## config.mk

```make
export PLATFORM = sky130hd
export DESIGN_NAME = if_stage
export DESIGN_NICKNAME = d
export VERILOG_FILES = /design/src/rtl/cpu_pkg.sv /design/src/rtl/ifid_reg.sv /design/src/rtl/if_stage.sv
export SDC_FILE = /design/constraint.sdc
export NUM_CORES = 1
export LEC_CHECK = 0
export CORE_ASPECT_RATIO = 0.75
export CORE_MARGIN = 10
export CORE_UTILIZATION = 35
export DETAILED_ROUTE_END_ITERATION = 12
export PLACE_DENSITY = 0.69
export SLEW_MARGIN = 20
export SYNTH_ARGS = -nofsm -noshare
export SYNTH_HDL_FRONTEND = slang
export SYNTH_HIERARCHICAL = 1
export SYNTH_SLANG_ARGS = --single-unit
```

## constraint.sdc

```tcl
create_clock -name clk -period 3 [get_ports clk]
set_input_delay 0.45 -clock clk [delete_from_list [all_inputs] [get_ports clk]]
set_output_delay 0.45 -clock clk [all_outputs]
set_load 0.01 [all_outputs]
```

## src/rtl/cpu_pkg.sv

```systemverilog
// Shared definitions for the pipelined CPU: datapath width, next-PC select
// encodings and the bubble instruction.
package cpu_pkg;

    localparam int XLEN = 32;

    typedef enum logic [1:0] {
        PCSRC_SEQ = 2'b00,
        PCSRC_BR  = 2'b01,
        PCSRC_JMP = 2'b10,
        PCSRC_RSV = 2'b11
    } pcSrc_e;

    localparam logic [31:0] NOP_INSTR = 32'h0000_0000;

    // Only branch and jump redirect the front end; the reserved code acts sequential.
    function automatic logic isRedirect(input logic [1:0] src);
        return (src == PCSRC_BR) || (src == PCSRC_JMP);
    endfunction

endpackage

```

## src/rtl/ifid_reg.sv

```systemverilog
// Generic pipeline register with load enable and a squash input that overrides it.
// The squash value doubles as the reset value so a flushed stage looks freshly reset.
module ifid_reg #(
    parameter int               WIDTH       = 1,
    parameter logic [WIDTH-1:0] FLUSH_VALUE = '0
) (
    input  logic             clk,
    input  logic             reset,
    input  logic             enable,
    input  logic             flush,
    input  logic [WIDTH-1:0] d,
    output logic [WIDTH-1:0] q
);

    always_ff @(posedge clk) begin
        if (reset || flush) begin
            q <= FLUSH_VALUE;
        end else if (enable) begin
            q <= d;
        end
    end

endmodule

```

## src/rtl/if_stage.sv

```systemverilog
// Instruction-fetch stage: program counter, next-PC selection, IF/ID register
// and debug counters for stall and redirect events.
module if_stage #(
    parameter int               XLEN     = cpu_pkg::XLEN,
    parameter logic [XLEN-1:0]  RESET_PC = '0
) (
    input  logic            clk,
    input  logic            reset,
    input  logic            PCWrite,
    input  logic            IFIDWrite,
    input  logic [1:0]      pc_src,
    input  logic [XLEN-1:0] branch_target,
    input  logic [XLEN-1:0] jump_target,
    output logic [XLEN-1:0] imem_addr,
    input  logic [XLEN-1:0] imem_rdata,
    output logic [XLEN-1:0] ifid_pc4,
    output logic [XLEN-1:0] ifid_instr,
    output logic            ifid_valid,
    output logic [31:0]     stall_count,
    output logic [31:0]     flush_count
);

    import cpu_pkg::*;

    localparam int IFID_W = 2 * XLEN + 1;
    localparam logic [IFID_W-1:0] IFID_BUBBLE = {XLEN'(NOP_INSTR), {XLEN{1'b0}}, 1'b0};

    logic [XLEN-1:0] pc;
    logic [XLEN-1:0] pcPlus4;
    logic [XLEN-1:0] redirectTarget;
    logic [XLEN-1:0] nextPc;
    logic            redirect;
    logic            stallEvent;

    assign imem_addr = pc;
    assign pcPlus4   = pc + XLEN'(4);
    assign redirect  = isRedirect(pc_src);
    assign stallEvent = !PCWrite && !redirect;

    // Redirect targets are word-aligned by dropping the low two bits.
    always_comb begin
        redirectTarget = (pc_src == PCSRC_JMP) ? jump_target : branch_target;
        redirectTarget[1:0] = 2'b00;
        if (redirect) begin
            nextPc = redirectTarget;
        end else if (PCWrite) begin
            nextPc = pcPlus4;
        end else begin
            nextPc = pc;
        end
    end

    always_ff @(posedge clk) begin
        if (reset) begin
            pc <= RESET_PC;
        end else begin
            pc <= nextPc;
        end
    end

    // Counters stick at all-ones rather than wrapping back to zero.
    always_ff @(posedge clk) begin
        if (reset) begin
            stall_count <= '0;
            flush_count <= '0;
        end else begin
            if (stallEvent && (stall_count != '1)) begin
                stall_count <= stall_count + 32'd1;
            end
            if (redirect && (flush_count != '1)) begin
                flush_count <= flush_count + 32'd1;
            end
        end
    end

    ifid_reg #(
        .WIDTH       (IFID_W),
        .FLUSH_VALUE (IFID_BUBBLE)
    ) ifidRegInst (
        .clk    (clk),
        .reset  (reset),
        .enable (IFIDWrite),
        .flush  (redirect),
        .d      ({imem_rdata, pcPlus4, 1'b1}),
        .q      ({ifid_instr, ifid_pc4, ifid_valid})
    );

endmodule

```

=== Word-level counts from Yosys, hierarchy flattened ===
Cells that the tools add are included.

* Mux-type cells: 3
* $add $sub $neg: 3
* Equal/unequal tests: 4
* Reductions and logical operators: 9

{| class="wikitable"
|+ Operators with widths
! operator !! number
|-
| $mux W32 || 3
|-
| $add A32 B1 Y32 const B || 2
|-
| $ne A32 B32 Y1 const B || 2
|-
| $add A32 B3 Y32 const B || 1
|-
| $logic_and A1 B1 Y1 || 3
|-
| $eq A2 B1 Y1 const B || 1
|-
| $eq A2 B2 Y1 const B || 1
|-
| $logic_not A1 Y1 || 2
|-
| $logic_or A1 B1 Y1 || 2
|-
| $reduce_bool A2 Y1 || 1
|-
| $reduce_or A2 Y1 || 1
|}

* Output and inout port bits: 161
* Word-level logic and storage cells: 24
* Bits in registers: 161
* Input port bits: 102

=== Depth between registers and ports, before layout ===
* Word-level depth: 5
* Gate-level depth with buffers: 10
* Depth with buffers taken out: 8

=== Hierarchy ===
Netlist, hierarchy kept.

{| class="wikitable"
|+ By module, submodules not included
! module !! times used !! area an instance (um^2) !! sequential area each (um^2) !! cells each
|-
| if_stage || 1 || 5758.0 || 1881.8 || 726
|-
| ifid_reg || 1 || 2338.5 || 1301.2 || 210
|}

=== Least setup slack after synthesis ===
No wires, ideal clock.

* Path type: in2reg
* From: input pc_src[0]
* To: register flush_count[23]
* Setup time: 0.070 ns
* Slack: 0.302 ns
* Arrival: 2.628 ns
* Path buffers: 3
* Required time: 2.930 ns
* Stages: 10
* Path through: inv_1 -> ha_1 -> buf_6 -> nand4b_4 -> or4_4 -> buf_6 -> or2_0 -> buf_2 -> or4_1 -> a21oi_1

* Longest elaborated chain between the ends: 3
* Elaborated cells between the ends (all ways): 4
* Classes of those cells: eq/ne (2); reduce/logical (2)

{| class="wikitable"
|+ RTL lines
! what !! line !! source
|-
| from (decl) || if_stage.sv:11 || <nowiki>input logic [1:0] pc_src,</nowiki>
|-
| $eq A2 B1 Y1 or $eq A2 B2 Y1 (tied branches) || cpu_pkg.sv:18 || <nowiki>return (src == PCSRC_BR) || (src == PCSRC_JMP);</nowiki>
|-
| $logic_or A1 B1 Y1 (*) || cpu_pkg.sv:18 ||
|-
| $logic_and A1 B1 Y1 (*) || if_stage.sv:70 || <nowiki>if (redirect && (flush_count != '1)) begin</nowiki>
|-
| to (signal assigned) || if_stage.sv:71 || <nowiki>flush_count <= flush_count + 32'd1;</nowiki>
|-
| to (decl) || if_stage.sv:20 || <nowiki>output logic [31:0] flush_count</nowiki>
|}

Every way passes the cells marked *; elsewhere a longest branch is shown, timed or not.
A chain may end at the register's enable or synchronous reset.

=== Worst setup path in the final report ===
* From: input pc_src[0]
* To: register flush_count[31]

The elaborated chain is that of the path after synthesis.

==> impl_metrics.py <==
metrics = {
    "status": {
        "status": "complete, no violations",
    },
    "run": {
        "max_cap_viol_count": 0,
    },
    "worst_hold_path": {
        "hold_class": "input port to flip-flop",
        "min_from": "reset",
        "hold_depth": 2,
        "whs_endpoint": "stall_count[14]",
    },
    "sta": {
        "hold_viol_final": 0,
        "final.min_clock_period_ns": 2.55,
        "rsz0062_at_grt": "no",
        "fin_hold_ws_ns": 0.494,
        "finalMaxSlewViolations": 0,
        "finalSetupTns_ns": 0,
        "fmax_mhz": 392,
        "fin_crit_sh_pct": 85.1,
        "relSlewSlack_pct": 45.4,
        "setup_violations": 0,
        "skew_ns": 0.00992,
        "worst_pin_slew_ns": 0.812,
    },
    "die": {
        "start_util_pct": 35.4,
        "dieWidth_um": 196,
        "core_area_mm2": 0.0229,
        "floorplan.rows": 48,
        "fp.dieArea_mm2": 0.0297,
        "die_h_um": 152,
        "pin_count": 263,
    },
    "route": {
        "num_vias": 7913,
        "first_pass_iters": 6,
        "routed_wl_um": 27500,
        "wire_per_inst_um": 18.3,
        "antenna_left": 0,
        "drt_iter0_drc": 486,
        "drc": 0,
        "vias_per_cell": 5.28,
    },
    "setup_path": {
        "crit_path_end_kind": "flip-flop",
        "required_ns": 3.36,
        "r2r-start": "stall_count[18]",
        "cp.arrival_ns": 2.91,
        "timing.rr.end": "stall_count[23]",
        "worstSetupPathType": "input port to flip-flop",
        "rr_worst_depth": 5,
        "r2r_slack_ns": 0.54,
        "critPathLaunchType": "input port",
        "path_max_fanout": 4,
    },
    "yosys": {
        "syn_area_mm2": 0.00810,
        "async_flop_share_pct": 0,
        "yosysWarnings": 6,
        "yosys-top-cells-area": "dfxtp_1 39%, mux2i_1 8.8%, a211oi_1 5.4%",
        "synth_area_leader_cell": "dfxtp_1",
        "synth-seq-cells": 159,
        "ys_seq_area_share_pct": 39.3,
        "netlist_instances": 936,
        "synth_cell_type_count": 50,
        "netlist.area_leader.share_pct": 39.3,
        "avgSynthCellArea_um2": 8.65,
        "synth_edf_count": 0,
        "synth_ff_type": "dfxtp_1",
    },
    "power": {
        "p_switching_mw": 1.40,
        "seq_power_share_pct": 43.7,
        "ir_drop_mv": 0.351,
        "power.density_mw_per_mm2": 454,
        "pwr-share-comb_pct": 14.6,
        "power.internal_mw": 3.86,
        "pwr-share-clk_pct": 41.7,
        "swShare_pct": 26.6,
        "totalPowerFinal_mw": 5.25,
        "p_leak_nw": 4.03,
    },
    "cts": {
        "cts_tree": "yes",
        "hold_buffers": 0,
        "clk-insertion-delay-late_ns": 0.44,
        "clock_sinks": 159,
        "cts_setup_buffers": 0,
        "ctsResizeCount": 0,
        "root_buffer": "clkbuf_16",
        "cts_buffers": 17,
        "htree_num_levels": 4,
        "clock_path_buffers": 2,
        "path_clk_slew_ns": 0.07,
    },
    "cells_and_area": {
        "fill_cells": 2172,
        "final_nets": 1292,
        "final_layout_size_suffix_gt1_share_pct": 6.84,
        "antenna_cells": 0,
        "final_common_cell": "clkdlybuf4s50_1",
        "syn2layout_area_growth_pct": 43.1,
        "layout_common_cells": "254 x clkdlybuf4s50_1, 159 x dfxtp_1, 111 x nor2_1",
    },
    "global_routing": {
        "grt_util_met1_pct": 23.8,
        "grt_pass1_wl_um": 42500,
        "grt.total_usage_pct": 17.9,
        "grt.busiest_layer": "met2",
        "grt_pass1_vias": 7535,
        "met3_usage_pct": 5.69,
        "antenna_found_initial": 0,
        "grt_overflow_total": 0,
        "met2_usage_pct": 27.4,
        "grt_start_max_net_pins": 66,
    },
    "placement": {
        "io_buffers": 256,
        "gp_routability_congestion": 0.834,
        "dp_hpwl_um": 20800,
    },
}
-- sequential cells by signal, summed over array words and instances, names as in the netlist --
name / count
flush_count: 32
ifidRegInst/q: 65
imem_addr: 30
stall_count: 32
-- stage by stage --
stage          setup WS [ns]  cell area, um^2  instances  util, %
3_3_place_gp          0.0104            11000       1467     48.1
2_1_floorplan          0.302             8110        939        -
5_1_grt                0.326            11600       1498     50.6
4_1_cts                0.456            11600       1498     50.6
6_report               0.448            11600       1498     50.6
3_5_place_dp         0.00752            11000       1467     48.1
-- layer usage --
metal	routed length (um)	vias up
met3	2070	21
met5	0	-
met2	12400	220
met1	12600	3779
met4	298	0
li1	-	3893
-- how the worst max path moves through the flow --
stage | to | cells after the start | startpoint | slack, ns
after floorplan | flush_count[23] | 10 | pc_src[0] | 0.30
after global placement | flush_count[31] | 8 | pc_src[0] | 0.01
after detailed placement | flush_count[31] | 8 | pc_src[0] | 0.008
after CTS | flush_count[31] | 8 | pc_src[0] | 0.46
after global routing | stall_count[9] | 6 | stall_count[18] | 0.33
final | flush_count[31] | 8 | pc_src[0] | 0.45
-- cells by family after synthesis --
family / count (synthesis) / synth area share (%)
AND/OR/NAND/NOR: 385 / 25.1
AO/OA/AOI/OAI: 160 / 12.9
flip-flops: 159 / 39.3
buffers and inverters: 82 / 5.15
multiplexers: 77 / 9.61
XOR/XNOR: 67 / 7.25
adder cells (fa/ha/maj): 4 / 0.618
other: 2 / 0.0928
-- worst max-delay path, cell delays in order --
cell,delay [ns]
clkdlybuf4s50_1,0.46
inv_1,0.04
ha_2,0.30
nand4b_4,0.17
or4_4,0.50
or3_4,0.37
or4_1,0.47
a21oi_1,0.14
-- layout make-up --
class                   instances  area, um^2  area share, %
multi-input cells             698        4520           39.0
flip-flops and latches        159        3180           27.5
repair buffers                291        2860           24.7
clock buffers                  20         447           3.86
well taps                     300         375           3.24
clock inverters                11         131           1.13
inverters                      19        71.3          0.616
-- synthesized netlist by cell type (4+ instances only) --
| master | instances |
|---|---|
| clkbuf_1 | 42 |
| nor3_1 | 16 |
| buf_6 | 12 |
| dfxtp_1 | 159 |
| o31ai_1 | 21 |
| nand4_1 | 31 |
| and3_1 | 10 |
| mux2_2 | 6 |
| or4_1 | 22 |
| nand2_1 | 54 |
| a31oi_1 | 5 |
| inv_1 | 19 |
| and4_1 | 13 |
| xor2_1 | 30 |
| mux2i_1 | 71 |
| buf_4 | 4 |
| a21oi_1 | 43 |
| nor2b_1 | 33 |
| nor4_1 | 17 |
| nor2_1 | 111 |
| a211oi_1 | 58 |
| nand3_1 | 39 |
| o21ai_0 | 22 |
| ha_1 | 4 |
| or3_1 | 22 |
| xnor2_1 | 37 |
-- power by group through the flow --
stage               combinational (mW)  clock (mW)  sequential (mW)
floorplan                        0.362           0             2.34
global placement                 0.763           0             2.34
detailed placement               0.772           0             2.34
CTS                              0.776        2.24             2.30
global route                     0.829        2.33             2.31
finish                           0.766        2.19             2.30
No activity file was read; power rests on OpenSTA's default activity.
